===== src/rtl/alarm_pkg.sv =====
// rtl/alarm_pkg.sv - shared types and constants for the alarm clock datapath
//
// Purpose: state encoding of the alarm controller FSM plus the keypad
// constants shared with the keypad register and the display mux.
// Ports: none (package).
package alarm_pkg;

  localparam int KEY_W = 4;
  localparam logic [KEY_W-1:0] NOKEY = 4'd10;
  localparam int TIMEOUT_S_DEFAULT = 10;
  localparam int CNT_W_DEFAULT = 4;

  typedef enum logic [2:0] {
    SHOW_TIME        = 3'd0,
    SHOW_ALARM       = 3'd1,
    KEY_STORED       = 3'd2,
    KEY_WAITED       = 3'd3,
    KEY_ENTRY        = 3'd4,
    SET_ALARM_TIME   = 3'd5,
    SET_CURRENT_TIME = 3'd6
  } state_e;

  // The inactivity window only runs while the user is part-way through
  // keying digits.
  function automatic logic is_entry_state(input state_e s);
    return (s == KEY_ENTRY) || (s == KEY_WAITED);
  endfunction

endpackage


===== src/rtl/timeout_counter.sv =====
// rtl/timeout_counter.sv - key-entry inactivity timeout
//
// Purpose: counts one_second pulses while enabled and flags the pulse that
// completes the TIMEOUT_S-second window. Held at zero while disabled.
// Ports:
//   clock       in   system clock
//   reset       in   asynchronous active-high reset
//   enable      in   FSM is in a key-entry state
//   one_second  in   single-cycle pulse once per second
//   timeout     out  high on the cycle of the TIMEOUT_S-th pulse
module timeout_counter #(
  parameter int TIMEOUT_S = 10,
  parameter int CNT_W     = 4
) (
  input  logic clock,
  input  logic reset,
  input  logic enable,
  input  logic one_second,
  output logic timeout
);

  localparam logic [CNT_W-1:0] LAST = CNT_W'(TIMEOUT_S - 1);

  logic [CNT_W-1:0] count_q;
  logic [CNT_W-1:0] count_d;

  always_comb begin
    count_d = count_q;
    if (!enable) begin
      count_d = '0;
    end else if (one_second && (count_q != LAST)) begin
      // Saturates at LAST: the FSM leaves the counting states on that
      // pulse, so the count never needs to wrap.
      count_d = count_q + CNT_W'(1);
    end
  end

  always_ff @(posedge clock or posedge reset) begin
    if (reset) begin
      count_q <= '0;
    end else begin
      count_q <= count_d;
    end
  end

  assign timeout = enable && one_second && (count_q == LAST);

endmodule


===== src/rtl/alarm_controller.sv =====
// rtl/alarm_controller.sv - alarm clock control FSM
//
// Purpose: decodes keypad, alarm/time buttons and key-entry timeout and
// drives the keypad shift, alarm/clock load strobes and display selects.
// Ports:
//   clock          in   system clock
//   reset          in   asynchronous active-high reset
//   one_second     in   single-cycle pulse once per second
//   key            in   keypad code, 0-9 digit or NOKEY when idle
//   alarm_button   in   level, alarm button held
//   time_button    in   level, time-set button held
//   load_new_a     out  strobe: alarm register captures keyed digits
//   load_new_c     out  strobe: clock counter loads keyed digits
//   reset_count    out  strobe with load_new_c: clear seconds count
//   shift          out  strobe: keypad register shifts in current key
//   show_a         out  display selects alarm time
//   show_new_time  out  display selects keyed digits
module alarm_controller #(
  parameter int                            TIMEOUT_S = alarm_pkg::TIMEOUT_S_DEFAULT,
  parameter int                            CNT_W     = alarm_pkg::CNT_W_DEFAULT,
  parameter logic [alarm_pkg::KEY_W-1:0]   NOKEY     = alarm_pkg::NOKEY
) (
  input  logic                          clock,
  input  logic                          reset,
  input  logic                          one_second,
  input  logic [alarm_pkg::KEY_W-1:0]   key,
  input  logic                          alarm_button,
  input  logic                          time_button,
  output logic                          load_new_a,
  output logic                          load_new_c,
  output logic                          reset_count,
  output logic                          shift,
  output logic                          show_a,
  output logic                          show_new_time
);

  import alarm_pkg::*;

  state_e state_q;
  state_e state_d;
  logic   timeout;
  logic   key_pressed;

  assign key_pressed = (key != NOKEY);

  timeout_counter #(
    .TIMEOUT_S (TIMEOUT_S),
    .CNT_W     (CNT_W)
  ) u_timeout_counter (
    .clock      (clock),
    .reset      (reset),
    .enable     (is_entry_state(state_q)),
    .one_second (one_second),
    .timeout    (timeout)
  );

  always_comb begin
    state_d = state_q;
    case (state_q)
      SHOW_TIME: begin
        if (alarm_button) begin
          state_d = SHOW_ALARM;
        end else if (key_pressed) begin
          state_d = KEY_STORED;
        end
      end
      SHOW_ALARM: begin
        if (!alarm_button) begin
          state_d = SHOW_TIME;
        end
      end
      KEY_STORED: begin
        state_d = KEY_WAITED;
      end
      KEY_WAITED: begin
        // Wait for key release so a held key is shifted in only once.
        if (!key_pressed) begin
          state_d = KEY_ENTRY;
        end else if (timeout) begin
          state_d = SHOW_TIME;
        end
      end
      KEY_ENTRY: begin
        if (alarm_button) begin
          state_d = SET_ALARM_TIME;
        end else if (time_button) begin
          state_d = SET_CURRENT_TIME;
        end else if (key_pressed) begin
          state_d = KEY_STORED;
        end else if (timeout) begin
          state_d = SHOW_TIME;
        end
      end
      SET_ALARM_TIME:   state_d = SHOW_TIME;
      SET_CURRENT_TIME: state_d = SHOW_TIME;
      default:          state_d = SHOW_TIME;
    endcase
  end

  always_ff @(posedge clock or posedge reset) begin
    if (reset) begin
      state_q <= SHOW_TIME;
    end else begin
      state_q <= state_d;
    end
  end

  // Moore decode: outputs depend on state only, so reset clears them at
  // once and no input reaches an output combinationally.
  always_comb begin
    load_new_a    = 1'b0;
    load_new_c    = 1'b0;
    reset_count   = 1'b0;
    shift         = 1'b0;
    show_a        = 1'b0;
    show_new_time = 1'b0;
    case (state_q)
      SHOW_ALARM: show_a = 1'b1;
      KEY_STORED: shift  = 1'b1;
      KEY_WAITED: show_new_time = 1'b1;
      KEY_ENTRY:  show_new_time = 1'b1;
      SET_ALARM_TIME: begin
        load_new_a    = 1'b1;
        show_new_time = 1'b1;
      end
      SET_CURRENT_TIME: begin
        load_new_c    = 1'b1;
        reset_count   = 1'b1;
        show_new_time = 1'b1;
      end
      default: ;
    endcase
  end

endmodule


===== config.mk =====
export PLATFORM = sky130hd
export DESIGN_NAME = alarm_controller
export DESIGN_NICKNAME = d
export VERILOG_FILES = /design/src/rtl/alarm_pkg.sv /design/src/rtl/timeout_counter.sv /design/src/rtl/alarm_controller.sv
export SDC_FILE = /design/constraint.sdc
export NUM_CORES = 1
export LEC_CHECK = 0
export ABC_AREA = 1
export CAP_MARGIN = 25
export CORE_UTILIZATION = 40
export DETAILED_ROUTE_END_ITERATION = 12
export DONT_BUFFER_PORTS = 1
export PLACE_DENSITY_LB_ADDON = 0.05
export SKIP_LAST_GASP = 1
export SYNTH_ARGS = -nofsm -noshare
export SYNTH_HDL_FRONTEND = slang
export SYNTH_SLANG_ARGS = --single-unit

===== constraint.sdc =====
create_clock -name clock -period 1.7 [get_ports clock]
set_clock_uncertainty 0.05 [all_clocks]
set_input_delay 0.17 -clock clock [delete_from_list [all_inputs] [get_ports clock]]
set_output_delay 0.17 -clock clock [all_outputs]
set_load 0.02 [all_outputs]

======== After elaboration in Yosys (flattened, before gate mapping) ========
Index checks and enable logic that the tools add are counted.
word-level totals
  bits of input ports ..................... 9
  bits in latches ......................... 0
  word-level logic and storage cells ...... 38
  ROM bits ................................ 0
  bits in registers ....................... 7
  bits in writable memories ............... 0
  memories kept ........................... 0
  output and inout bits ................... 6
operators by class
  $lt $le $gt $ge ......................... 0
  equal/unequal tests ..................... 12
  reduce and logical (&&, ||, !) cells .... 7
  $add $sub $neg .......................... 1
  div/mod/pow operators ................... 0
  shifts and indexed selects .............. 0
  multipliers ............................. 0
  bitwise gates (word level) .............. 0
  mux-type cells .......................... 16
operators by type and width
  kind                                                  count
  2-to-1 mux 3 bit                                      8
  one-hot mux 3 bit (5 select lines)                    1
  equality test 3 bit (second input constant)           3
  2-to-1 mux 4 bit                                      2
  != test 4 bit (second input constant)                 2
  equality test 3 x 2 -> 1 bit (second input constant)  2
  2-to-1 mux 1 bit                                      5
  adder 4 x 1 -> 4 bit (second input constant)          1
  equality test 4 bit (second input constant)           1
  != test 2 bit (second input constant)                 2
  OR reduction 4 bit                                    1
  equality test 3 x 1 -> 1 bit (second input constant)  1
  logical AND 1 bit                                     3
  zero test 3 bit                                       1
  != test 3 bit (second input constant)                 1
  AND reduction 2 bit                                   1
  logical OR 1 bit                                      1

======== Logic depth before layout (Yosys ltp) ========
  depth in word-level cells ............... 9
  mapped depth ............................ 9
  mapped depth without buffers ............ 9

======== By module ========
From an unflattened synthesis, not the netlist that was laid out.
unflattened totals
  cells, all modules ...................... 94
  area total of the unflattened synthesis .. 568.0 um^2
by module, submodules not included
  module            cells each  seq. area each (um^2)  area each (um^2)  times used
  alarm_controller  63          75.1                   331.6             1
  timeout_counter   31          100.1                  236.5             1

======== Worst setup path after synthesis ========
Ideal clock, no wire load.
  kind .................................... register to output
  from .................................... register state_q[2]
  to ...................................... output port show_new_time
  setup slack ............................. 0.090 ns
  arrival time ............................ 1.390 ns
  cell stages (with the launch flop) ...... 4
  data required time ...................... 1.480 ns
  buffers on the path ..................... 0
  path through ............................ dfrtp_1 > inv_2 > nor3_1 > or3_1
on the way
  longest elaborated chain between the ends .. 3
  elaborated cells on any way between the ends .. 6
  classes of those cells .................. eq/ne: 4; mux: 1; reduce/logical: 1
ends and longest elaborated chain
  what                                                                 RTL line                 RTL
  from (decl)                                                          alarm_controller.sv:39   state_e state_q;
  from (signal assigned)                                               alarm_controller.sv:104  state_q <= state_d;
  equality test 3 bit or equality test 3 x 2 -> 1 bit (tied branches)  alarm_controller.sv:117  case (state_q)
  OR reduction 4 bit (no line) *                                       --
  2-to-1 mux 1 bit *                                                   alarm_controller.sv:117
  to (decl)                                                            alarm_controller.sv:34   output logic show_new_time
Mark *: on every way between the ends. The rest lies on a longest branch, timed or not.

======== Worst setup path after layout ========
  from .................................... register state_q[1]
  to ...................................... output port show_new_time
Same word-level chain as after synthesis.

==> results.py <==
metrics = {
    "run_status": {
        "outcome": "completed",
    },
    "drt": {
        "drt_wl_total_um": 950,
        "wire_length_per_cell_after_detailed_routing_um": 10.0,
        "final_antenna_net_count": 0,
        "viasPerCell": 4.81,
        "dr.first_iter.drc_count": 7,
        "dr_total_vias": 457,
        "detailedRoute.firstPassIterationCount": 4,
        "detail_route.drc_violations": 0,
    },
    "logic_synthesis": {
        "synth-warning-count": 0,
        "synth_compound_area_share_pct": 9.91,
        "synthesis.nets": 85,
        "yosys.area_share.xor_xnor_pct": 1.65,
        "synth_top_family_by_area": "simple AND/OR/NAND/NOR gates",
        "ys_seq_area_share_pct": 33.0,
        "synth_adder_area_share_pct": 4.72,
        "synth_edf_count": 0,
        "synth.largest_area_cell": "sky130_fd_sc_hd__dfrtp_1",
        "yosys.area_share.simple_pct": 35.1,
        "netlist_top_cells_count": "sky130_fd_sc_hd__inv_1 (16), sky130_fd_sc_hd__nand2_1 (11), sky130_fd_sc_hd__dfrtp_1 (7), sky130_fd_sc_hd__nor2_1 (7), sky130_fd_sc_hd__nor3_1 (5)",
        "yosysMostFrequentCell": "sky130_fd_sc_hd__inv_1",
        "synthTopCellsByArea": "sky130_fd_sc_hd__dfrtp_1 (33%), sky130_fd_sc_hd__inv_1 (11%), sky130_fd_sc_hd__nand2_1 (7.8%), sky130_fd_sc_hd__nor2_1 (5.0%), sky130_fd_sc_hd__ha_1 (4.7%)",
        "yosys.area.top_type_share_pct": 33.0,
        "syn-mean-instance-area_um2": 7.17,
        "synth.cell_area_um2": 531,
        "yosys-mux-area-fraction_pct": 0,
        "netlist_instances": 74,
        "ys_ff_latch": 7,
        "asyncSetResetFlopFracSynth_pct": 100,
        "ys.flop_type": "sky130_fd_sc_hd__dfrtp_1",
        "yosysUniqueCellTypes": 24,
    },
    "pwr": {
        "comb_power_share_pct": 43.2,
        "net-switching-power_mw": 0.317,
        "netSwitchingFraction_pct": 43.6,
        "pwr_density_cell_mw_per_mm2": 1210,
        "vdd_ir_drop_max_v": 0.000704,
        "power_leakage_nw": 0.298,
        "pwr-share-clk_pct": 19.8,
        "seq_power_share_pct": 37.0,
        "cellInternalPower_mw": 0.410,
        "finalPower_mw": 0.727,
    },
    "setup_path": {
        "worst_r2r_endpoint": "u_timeout_counter.count_q[1]$_DFFE_PP0P_",
        "r2r_cells": 6,
        "worstSetupEndpointType": "output pin",
        "cp_max_fo": 9,
        "required_worst_endpoint_ps": 1480,
        "worstReg2RegStart": "u_timeout_counter.count_q[0]$_DFFE_PP0P_",
        "cp.arrival_ps": 1400,
        "timing_worst_setup_path_type": "flip-flop to output pin",
        "rrSetupSlack_ps": 380,
        "timing.critical_path.from_type": "flip-flop",
    },
    "grt": {
        "groute.layer.met3.usage_pct": 5.23,
        "groute.layer.met1.usage_pct": 23.7,
        "met2_track_demand_over_resource_in_global_routing_pct": 21.2,
        "track_usage_pct": 15.6,
        "gr-max-usage-layer": "met1",
        "initial_antenna_violation_count": 0,
        "grt_pass1_wl_um": 1610,
        "grt_overflow_total": 0,
        "grt_max_degree": 10,
        "first_global_vias": 388,
    },
    "placement": {
        "detailed_place_hpwl_um": 791,
        "place_worst_setup_slack_ps": 253,
        "dp_cells": 90,
        "routabilityCongestion": 0.788,
        "portBuffers": 0,
    },
    "timing": {
        "timing_hold_violations_final": 0,
        "max_slew.worst_pin.slew_ps": 266,
        "relSlewSlack_pct": 82.2,
        "fmax_mhz": 616,
        "finalSetupViolCount": 0,
        "setup_ws_ps": 76.8,
        "tns_ps": 0,
        "timing.final.crit_share_pct": 95.5,
        "period_minus_slack_ps": 1620,
        "slew_viol_final": 0,
        "worst_slack_on_hold_paths_ps": 69.7,
        "setup_repair_after_global_routing_missed_its_margin": "no",
    },
    "min_path": {
        "hold_end": "state_q[1]$_DFFE_PP0P_",
        "hold_class": "primary input to flip-flop",
        "worst_hold_path.num_cells": 3,
        "worstHoldStart": "alarm_button",
    },
    "floorplan": {
        "fp-row-count": 12,
        "width_of_the_chip_um": 38.4,
        "core_mm2": 0.00117,
        "die_area_mm2": 0.00148,
        "ioPinCount": 15,
        "start_util_pct": 45.3,
        "die_h_um": 38.4,
    },
    "clock_tree": {
        "numClockSinks": 7,
        "ctsLongestPathBuffers": 2,
        "cts_tree": "yes",
        "number_of_buffers_inserted_during_clock_tree_synthesis": 3,
        "cts_setup_buffers": 0,
        "clock_latency_ps": 250,
        "cts.root.buffer_cell": "sky130_fd_sc_hd__clkbuf_4",
        "clock_slew_at_reported_path_ffs_ps": 50,
        "htreeDepth": 1,
    },
    "final_layout": {
        "final.fill_count": 123,
        "antenna_cells": 0,
        "drive_above_1_share_pct": 22.2,
        "fin_cells": 95,
        "finalNetCount": 93,
        "syn_to_final_growth_pct": 13.0,
    },
    "run": {
        "drv_cap": 0,
    },
}
==> per-layer routing <==
layer | wire length [µm] | share of wire, %
met1 | 552 | 58
met2 | 342 | 36
met3 | 49 | 5.2
met4 | 6 | 0.63
met5 | 0 | 0
==> layout by cell type (no fill, tap or decap) <==
cell type / netlist / routed
sky130_fd_sc_hd__nor3_1: 5 / 5
sky130_fd_sc_hd__nor2_1: 7 / 7
sky130_fd_sc_hd__buf_4: 1 / 4
sky130_fd_sc_hd__clkinv_2: 0 / 1
sky130_fd_sc_hd__inv_1: 16 / 16
sky130_fd_sc_hd__dfrtp_2: 0 / 2
sky130_fd_sc_hd__nand3_1: 4 / 4
sky130_fd_sc_hd__a21oi_2: 1 / 1
sky130_fd_sc_hd__nand3_2: 2 / 2
sky130_fd_sc_hd__a211oi_1: 1 / 1
sky130_fd_sc_hd__clkbuf_4: 0 / 3
sky130_fd_sc_hd__o21ai_0: 2 / 2
sky130_fd_sc_hd__xor2_1: 1 / 1
sky130_fd_sc_hd__dfrtp_1: 7 / 5
sky130_fd_sc_hd__nor2_2: 1 / 1
sky130_fd_sc_hd__nand2_1: 11 / 11
sky130_fd_sc_hd__or3_1: 1 / 1
sky130_fd_sc_hd__o2111ai_1: 1 / 1
sky130_fd_sc_hd__and3_1: 1 / 1
sky130_fd_sc_hd__nand2_2: 2 / 2
sky130_fd_sc_hd__o211ai_1: 1 / 1
sky130_fd_sc_hd__a21oi_1: 2 / 2
sky130_fd_sc_hd__nor3_2: 1 / 1
sky130_fd_sc_hd__nand4_1: 2 / 2
sky130_fd_sc_hd__ha_1: 2 / 2
sky130_fd_sc_hd__dlygate4sd3_1: 0 / 1
sky130_fd_sc_hd__inv_2: 1 / 1
==> stage by stage <==
stage | util (%) | cell area [µm²]
after CTS | 51.1 | 598
final | 51.2 | 599
after global routing | 51.2 | 599
after floorplan | - | 531
after detailed placement | 47.8 | 559
after global placement | 47.8 | 559
==> worst max path at each step <==
stage                                start  slack [ps]       endpoint
finish              state_q[1]$_DFFE_PP0P_          80  show_new_time
global route        state_q[1]$_DFFE_PP0P_          20  show_new_time
CTS                 state_q[2]$_DFFE_PP0P_          20  show_new_time
detailed placement  state_q[1]$_DFFE_PP0P_         250  show_new_time
global placement    state_q[1]$_DFFE_PP0P_         260  show_new_time
floorplan           state_q[2]$_DFFE_PP0P_          90  show_new_time
==> logic make-up after synthesis <==
| logic type | Yosys count |
|---|---|
| AO/OA/AOI/OAI | 8 |
| XOR/XNOR | 1 |
| flip-flops | 7 |
| AND/OR/NAND/NOR | 37 |
| buffers and inverters | 19 |
| adder cells (fa/ha/maj) | 2 |
==> sequential cells by signal (all words and copies together), names as in the netlist <==
| register | count |
|---|---|
| state_q | 3 |
| u_timeout_counter.count_q | 4 |
==> timing repair <==
action	in CTS	in global routing
hold buffers	1	0
resized for setup	1	1
setup endpoints to repair	1	1
endpoints found under the hold margin	7	0
==> area by class of cell <==
class | instances | area, µm² | area share (%)
clock buffer | 3 | 22.5 | 3.76
clock inverter | 1 | 5.00 | 0.835
inverter | 17 | 63.8 | 10.6
multi-input combinational | 48 | 273 | 45.5
sequential | 7 | 178 | 29.6
tap | 14 | 17.5 | 2.92
timing repair buffer | 5 | 40.0 | 6.68
==> critical path: stages (launching register included) <==
cell	delay (ps)
sky130_fd_sc_hd__dfrtp_2	460
sky130_fd_sc_hd__nor2_2	70
sky130_fd_sc_hd__nand2_1	70
sky130_fd_sc_hd__nand2_2	70
sky130_fd_sc_hd__or3_1	480
==> power by group through the flow <==
| stage | Clock (mW) | Combinational, mW | Sequential, mW |
|---|---|---|---|
| 4_1_cts | 0.153 | 0.318 | 0.268 |
| 6_report | 0.144 | 0.314 | 0.269 |
| 3_3_place_gp | 0 | 0.319 | 0.271 |
| 3_5_place_dp | 0 | 0.315 | 0.269 |
| 2_1_floorplan | 0 | 0.290 | 0.236 |
| 5_1_grt | 0.163 | 0.357 | 0.279 |
No activity file was read; power rests on OpenSTA's default activity.
